**config.mk**
```make
export PLATFORM = sky130hd
export DESIGN_NAME = debounce_buttons_multi
export DESIGN_NICKNAME = d
export VERILOG_FILES = /design/src/rtl/debounce_buttons_multi.sv
export SDC_FILE = /design/constraint.sdc
export NUM_CORES = 1
export LEC_CHECK = 0
export ABC_AREA = 1
export CAP_MARGIN = 20
export CORE_MARGIN = 2
export CORE_UTILIZATION = 40
export CTS_CLUSTER_SIZE = 24
export DETAILED_ROUTE_END_ITERATION = 8
export PLACE_DENSITY = 0.66
export SETUP_SLACK_MARGIN = 0.2
export SKIP_CTS_REPAIR_TIMING = 1
export SLEW_MARGIN = 20
export SYNTH_ARGS = -nofsm -noshare
export SYNTH_HDL_FRONTEND = slang
export SYNTH_SLANG_ARGS = --single-unit
```
**constraint.sdc**
```tcl
create_clock -name in_clk -period 1.5 [get_ports in_clk]
set_input_delay 0.225 -clock in_clk [delete_from_list [all_inputs] [get_ports in_clk]]
set_output_delay 0.225 -clock in_clk [all_outputs]
set_load 0.01 [all_outputs]
```
**src/rtl/debounce_buttons_multi.sv**
```systemverilog
// Multi-channel button debouncer with press/release/long-press pulses and a toggle flag per channel.
// Define DEBOUNCE_REPEAT_EN to add auto-repeat press pulses while a button stays in the long-press state.
module debounce_buttons_multi #(
   parameter int NUM_BTNS     = 4,
   parameter int STABLE_TICKS = 50,
   parameter int LONG_TICKS   = 1000,
   parameter int REPEAT_TICKS = 200
) (
   input  logic                in_clk,
   input  logic                in_rst,
   input  logic [NUM_BTNS-1:0] in_signal,
   output logic [NUM_BTNS-1:0] out_debounced,
   output logic [NUM_BTNS-1:0] out_pressed,
   output logic [NUM_BTNS-1:0] out_released,
   output logic [NUM_BTNS-1:0] out_long,
   output logic [NUM_BTNS-1:0] out_toggled
);

   localparam int MAX_SL  = (STABLE_TICKS > LONG_TICKS) ? STABLE_TICKS : LONG_TICKS;
   localparam int MAX_ALL = (MAX_SL > REPEAT_TICKS) ? MAX_SL : REPEAT_TICKS;
   localparam int CW      = $clog2(MAX_ALL) + 1;

   localparam logic [CW-1:0] STABLE_LAST = CW'(STABLE_TICKS - 1);
   localparam logic [CW-1:0] LONG_LAST   = CW'(LONG_TICKS - 1);
`ifdef DEBOUNCE_REPEAT_EN
   localparam logic [CW-1:0] REPEAT_LAST = CW'(REPEAT_TICKS - 1);
`endif

   typedef enum logic [1:0] {
      UP,
      DOWN,
      LONG
   } state_t;

   function automatic logic [CW-1:0] sat_inc(input logic [CW-1:0] v);
      return (v == {CW{1'b1}}) ? v : v + 1'b1;
   endfunction

   for (genvar i = 0; i < NUM_BTNS; i++) begin : g_chan
      state_t        state;
      logic          sync_a;
      logic          s;
      logic [CW-1:0] deb_cnt;
      logic [CW-1:0] hold_cnt;
`ifdef DEBOUNCE_REPEAT_EN
      logic [CW-1:0] rep_cnt;
`endif
      logic          level;
      logic          press_q;
      logic          release_q;
      logic          long_q;
      logic          toggle_q;
      logic          accept;

      // A change is accepted on the STABLE_TICKS-th consecutive sample that disagrees with the level
      assign accept = (s != level) && (deb_cnt == STABLE_LAST);

      always_ff @(posedge in_clk or negedge in_rst) begin
         if (!in_rst) begin
            state     <= UP;
            sync_a    <= 1'b0;
            s         <= 1'b0;
            deb_cnt   <= '0;
            hold_cnt  <= '0;
`ifdef DEBOUNCE_REPEAT_EN
            rep_cnt   <= '0;
`endif
            level     <= 1'b0;
            press_q   <= 1'b0;
            release_q <= 1'b0;
            long_q    <= 1'b0;
            toggle_q  <= 1'b0;
         end else begin
            sync_a    <= in_signal[i];
            s         <= sync_a;
            press_q   <= 1'b0;
            release_q <= 1'b0;
            long_q    <= 1'b0;

            if (s == level || accept)
               deb_cnt <= '0;
            else
               deb_cnt <= sat_inc(deb_cnt);

            // Release acceptance is checked first so it beats the long threshold and repeat tick
            case (state)
               UP: begin
                  if (accept) begin
                     state    <= DOWN;
                     level    <= 1'b1;
                     press_q  <= 1'b1;
                     toggle_q <= ~toggle_q;
                     hold_cnt <= '0;
                  end
               end
               DOWN: begin
                  if (accept) begin
                     state     <= UP;
                     level     <= 1'b0;
                     release_q <= 1'b1;
                  end else if (hold_cnt == LONG_LAST) begin
                     state    <= LONG;
                     long_q   <= 1'b1;
                     hold_cnt <= sat_inc(hold_cnt);
`ifdef DEBOUNCE_REPEAT_EN
                     rep_cnt  <= '0;
`endif
                  end else begin
                     hold_cnt <= sat_inc(hold_cnt);
                  end
               end
               LONG: begin
                  if (accept) begin
                     state     <= UP;
                     level     <= 1'b0;
                     release_q <= 1'b1;
                  end else begin
                     hold_cnt <= sat_inc(hold_cnt);
`ifdef DEBOUNCE_REPEAT_EN
                     if (rep_cnt == REPEAT_LAST) begin
                        press_q <= 1'b1;
                        rep_cnt <= '0;
                     end else begin
                        rep_cnt <= sat_inc(rep_cnt);
                     end
`endif
                  end
               end
               default: begin
                  state <= UP;
                  level <= 1'b0;
               end
            endcase
         end
      end

      assign out_debounced[i] = level;
      assign out_pressed[i]   = press_q;
      assign out_released[i]  = release_q;
      assign out_long[i]      = long_q;
      assign out_toggled[i]   = toggle_q;
   end

endmodule

```
# After elaboration in Yosys (flattened, before gate mapping)
# Cells that the tools add are included.
# Widths: inputs -> output; s select.
# totals
reg_bits,124
wordCells,228
input_bits,6
# op_classes
mux,80
n_addsub,8
eq_ne,60
n_reduce_logical,36
bitwise,4
# ops
operator,n
$mux 11,20
$add 11x1->11 const B,8
$eq 11x11->1 const B,8
$pmux 11 s2,4
$eq 11x10->1 const B,4
$eq 11x6->1 const B,4
$ne 2x2->1 const B,20
$mux 1,32
$mux 2,16
$pmux 2 s3,4
$reduce_and 2->1,8
$reduce_and 4->1,4
$ne 3x3->1 const B,4
$reduce_and 3->1,4
$reduce_bool 3->1,4
$eq 2x1->1 const B,4
$eq 2x2->1 const B,4
$logic_not 2->1,4
$ne 2x1->1 const B,4
$pmux 1 s2,4
$reduce_or 2->1,4
$eq 1x1->1,4
$logic_and 1x1->1,4
$logic_or 1x1->1,4
2 further kinds,8

# Logic depth before layout (Yosys ltp)
# depth
ltp_word,4
depth_mapped,11
ltp_nobuf,11

# Worst setup path before layout
# Ideal clock, no wire load.
# synth_path
path_type,reg2reg
start,register g_chan[2].state[0]
end,register g_chan[2].hold_cnt[2]
slack_ns,-0.058
t_arrival_ns,1.441
stages_incl_launch_ff,8
setup_time_ns,0.117
n_path_buf,2
synth_period_minus_slack_ns,1.558
t_required_ns,1.383
path_cell_list,dfrtp_1 -> inv_1 -> ha_1 -> clkbuf_1 -> nand4_1 -> buf_2 -> nand4_1 -> nand2_1
# synth_via
elab_chain_cells,4
elab_cells_between_ends,10
# synth_rtl
item,line_no,rtl
from (decl),40,state_t state;
from (signal assigned),60,state <= UP;
from (signal assigned),89,state <= DOWN;
from (signal assigned),98,state <= UP;
$eq 2x2->1 or $eq 2x1->1 (tied branches),86,case (state)
$reduce_or 2->1 (no line),-,
$ne 2x2->1 (no line),-,
$reduce_and 4->1 (no line),-,
to (signal assigned),104,hold_cnt <= sat_inc(hold_cnt);
to (signal assigned),109,hold_cnt <= sat_inc(hold_cnt);
to (signal assigned),118,hold_cnt <= sat_inc(hold_cnt);
to (decl),44,logic [CW-1:0] hold_cnt;
# Several ways; a longest one is shown, not always the timed one.
# A chain may end at the register's enable or synchronous reset.

# Final worst setup path
# layout_path
start,register g_chan[0].deb_cnt[1]
end,register g_chan[0].hold_cnt[2]
# layout_via
elab_chain_cells,4
elab_cells_between_ends,5
# layout_rtl
item,line_no,rtl
from (decl),43,logic [CW-1:0] deb_cnt;
from (signal assigned),83,deb_cnt <= sat_inc(deb_cnt);
$eq 11x6->1 (*),56,assign accept = (s != level) && (deb_cnt == STABLE_LAST);
$logic_and 1x1->1 (*),56,
$ne 2x2->1 (no line),-,
$reduce_and 4->1 (no line) (*),-,
to (signal assigned),104,
to (signal assigned),109,
to (signal assigned),118,
to (decl),44,
# Mark *: on every way between the ends. The rest lies on a longest branch, timed or not.

==> metrics.md <==
| Metric | Value |
|---|---|
| Outcome | finished, violations left |
| Failing checks | setup timing |
| Worst reg2reg path depth | 9 |
| Sum of negative setup slack | -1.56 ns |
| Largest area contributor in the netlist | dfrtp_1 |
| Post-Synth XOR/XNOR Area | 3.80% |
| Crit path launch | g_chan[0].deb_cnt[1]$_DFFE_PN0P_ |
| ANT cells | 0 |
| Area delta synth->final | 43.3% |
| Hold Vio Cnt, Final | 0 |
| Cell with the most instances after synthesis | nand2_1 |
| Capture point of the worst reg-to-reg path | g_chan[0].hold_cnt[2]$_DFFE_PN0P_ |
| Adder-Cell Fraction of Synth Area | 4.12% |
| CTS Buf Count | 17 |
| Mux cell area share after synthesis | 0.137% |
| Worst r2r src | g_chan[0].deb_cnt[1]$_DFFE_PN0P_ |
| Post-synth EDFFs | 0 |
| Worst EP required | 1.82 ns |
| Final Slew Violations | 0 |
| Startpoint type of the worst setup path | flip-flop |
| Vias in the first global route | 6214 |
| Clock skew | 0.00545 ns |
| R2r setup slk | -0.09 ns |
| GRT Util Overall | 17.2% |
| RSZ-0062 raised after global routing | yes |
| Number of DRC markers in iteration 0 | 391 |
| Power, Total | 8.07 mW |
| Global-route wire length before repair | 27900 um |
| Final period utilization | 106% |
| Actual slew at the worst max-slew pin | 0.361 ns |
| Tmin final | 1.59 ns |
| Placer Congestion | 0.886 |
| Largest net degree at the start of global routing | 39 |
| Most used flip-flop cell after synthesis | dfrtp_1 |
| Average wire per standard cell | 13.5 um |
| Via count | 6724 |
| Synth Area in Compound Gates | 6.58% |
| Die X | 139 um |
| Via density | 4.98 |
| Simple-Gate Fraction of Synth Area | 33.6% |
| CTS tree | yes |
| Crit path max fanout | 6 |
| Depth of the CTS H-tree | 4 |
| Worst setup EP type | flip-flop |
| Post-synthesis cell type count | 41 |
| Clock-pin slew on the worst setup and hold paths | 0.06 ns |
| Max Clk Rate | 0.631 GHz |
| Clock root buffer | clkbuf_16 |
| Final Setup Violations | 39 |
| Post-Syn Instances | 946 |
| Layout cells sized above 1 | 35.8% |
| Cell Area, Synth | 7280 um^2 |
| Asr flop ratio synth | 100% |
| Capture point of the critical path | g_chan[0].hold_cnt[2]$_DFFE_PN0P_ |
| Max_cap viols | 0 |
| Die height | 139 um |
| Place WS | -0.163 ns |
| Syn avg cell area | 7.70 um^2 |
| Core area | 17900 um^2 |
| Top cells by area, synth | dfrtp_1, nand2_1, nor2_1 |
| Clock Tree Buf Depth | 2 |
| WS Path Type | flip-flop to flip-flop |
| Worst path arrival time | 1.90 ns |
| Worst hold path type | primary input to flip-flop |
| VDD IR-drop max | 0.848 mV |
| Pre-antenna DRT Iters | 7 |
| Sequential-to-total area share from yosys stat | 42.6% |
| Routed Antenna Nets | 0 |
| Static leakage | 5.06 nW |
| Slew HR | 75.8% |
| Clock tree sinks | 124 |
| Post-synth net total | 976 |
| PD cells | 773 nW/um^2 |
| Ports | 26 |
| Fin nets | 1138 |
| Die area | 19300 um^2 |
| Clk Latency, worst-skew pair | 0.43 ns |
| Regs by FF count | g_chan.deb_cnt (44), g_chan.hold_cnt (44), g_chan.state (8) |
| Synth warn | 0 |
| #FFs+latches synth | 124 |
| Hold path startpoint | in_signal[1] |
| Port buffer count | 25 |
| Grt ovf | 0 |
| Dpl hpwl | 11200 um |
| Initial core utilization | 40.7% |
| Largest family of logic cells by synthesized area | simple AND/OR/NAND/NOR gates |
| Area fraction of the dominant cell type after synthesis | 42.6% |
| Drt total wl | 18300 um |
| Worst setup margin | -0.0853 ns |
| Residual DRC | 0 |
| Core Rows | 49 |
| Commonest cells in the netlist | nand2_1, dfrtp_1, nor2_1, inv_1, nand3_1 |
| Antenna violations before repair | 0 |
| Fillers | 1489 |
[cell usage in the layout (no fill, tap or decap), drive strengths merged, types with 3 or more instances in the layout]
cell	netlist	layout
clkbuf	3	25
xor2	18	18
ha	24	24
o21ai	39	39
a21oi	38	38
nand3	77	79
a31oi	4	4
clkinv	1	5
dfrtp	124	124
nand3b	3	3
xnor2	11	11
nand4	38	38
dlymetal6s2s	0	18
buf	35	153
clkdlybuf4s50	0	4
inv	104	104
nand2	263	263
bufinv	0	3
nor2	136	137
nor3	12	12
[per-stage QoR]
| step | instance area [um^2] | hold slack, ns | instances | utilization [%] |
|---|---|---|---|---|
| 2_1_floorplan | 7470 | -0.0706 | 946 | - |
| 6_report | 10400 | 0.231 | 1349 | 58.3 |
| 3_5_place_dp | 8560 | 0.110 | 1276 | 47.8 |
| 5_1_grt | 10400 | 0.247 | 1349 | 58.3 |
| 4_1_cts | 9150 | -0.335 | 1307 | 51.1 |
| 3_3_place_gp | 8560 | 0.108 | 1276 | 47.8 |
[cell families after synthesis]
logic type / Yosys count
and+or+nand+nor: 535
buffers and inverters: 143
AOI/OAI and AO/OA: 90
adders and majority gates: 24
muxes: 1
DFF: 124
xor gates and xnor gates: 29
[area by class of cell]
class	count	area [um^2]	area share, %
clock buffer	24	482	4.61
clock inverter	7	113	1.08
inverter	105	414	3.97
multi-input combinational	682	4420	42.3
sequential	124	3110	29.8
tap	229	287	2.74
timing repair buffer	177	1610	15.4
timing repair inverter	1	6.26	0.0599
[layer usage]
layer | share of wire (%) | up-vias | global-route usage [%]
li1 | - | 3369 | -
met1 | 45 | 3212 | 22.8
met2 | 50 | 115 | 28.2
met3 | 3.2 | 28 | 3.31
met4 | 1.8 | 0 | 6.33
met5 | 0 | - | 0
[worst min-delay path by stage]
| stage | end | slack (ns) | depth (start not counted) |
|---|---|---|---|
| floorplan | g_chan[0].deb_cnt[0]$_DFFE_PN0P_ | -0.07 | 0 |
| global placement | g_chan[2].release_q$_DFF_PN0_ | 0.11 | 1 |
| detailed placement | g_chan[2].hold_cnt[9]$_DFFE_PN0P_ | 0.11 | 1 |
| CTS | g_chan[2].hold_cnt[9]$_DFFE_PN0P_ | -0.34 | 1 |
| global route | g_chan[1].sync_a$_DFF_PN0_ | 0.25 | 1 |
| finish | g_chan[1].sync_a$_DFF_PN0_ | 0.23 | 1 |
[worst max-delay path: stages (launching register included)]
cell and delay [ns]:
dfrtp_1 0.41, inv_2 0.09, ha_4 0.14, nand2_4 0.05, nor2_4 0.16, nand4_1 0.20
nand2_2 0.19, clkinv_4 0.12, nand3_2 0.07, nand2_1 0.05
[power by group]
group	leakage [nW]	switching [mW]	total, mW	internal [mW]
Combinational	3.07	0.250	0.450	0.199
Sequential	1.70	0.0315	3.42	3.39
Clock	0.290	1.48	4.20	2.72
Power figures use the tool's default switching activity.
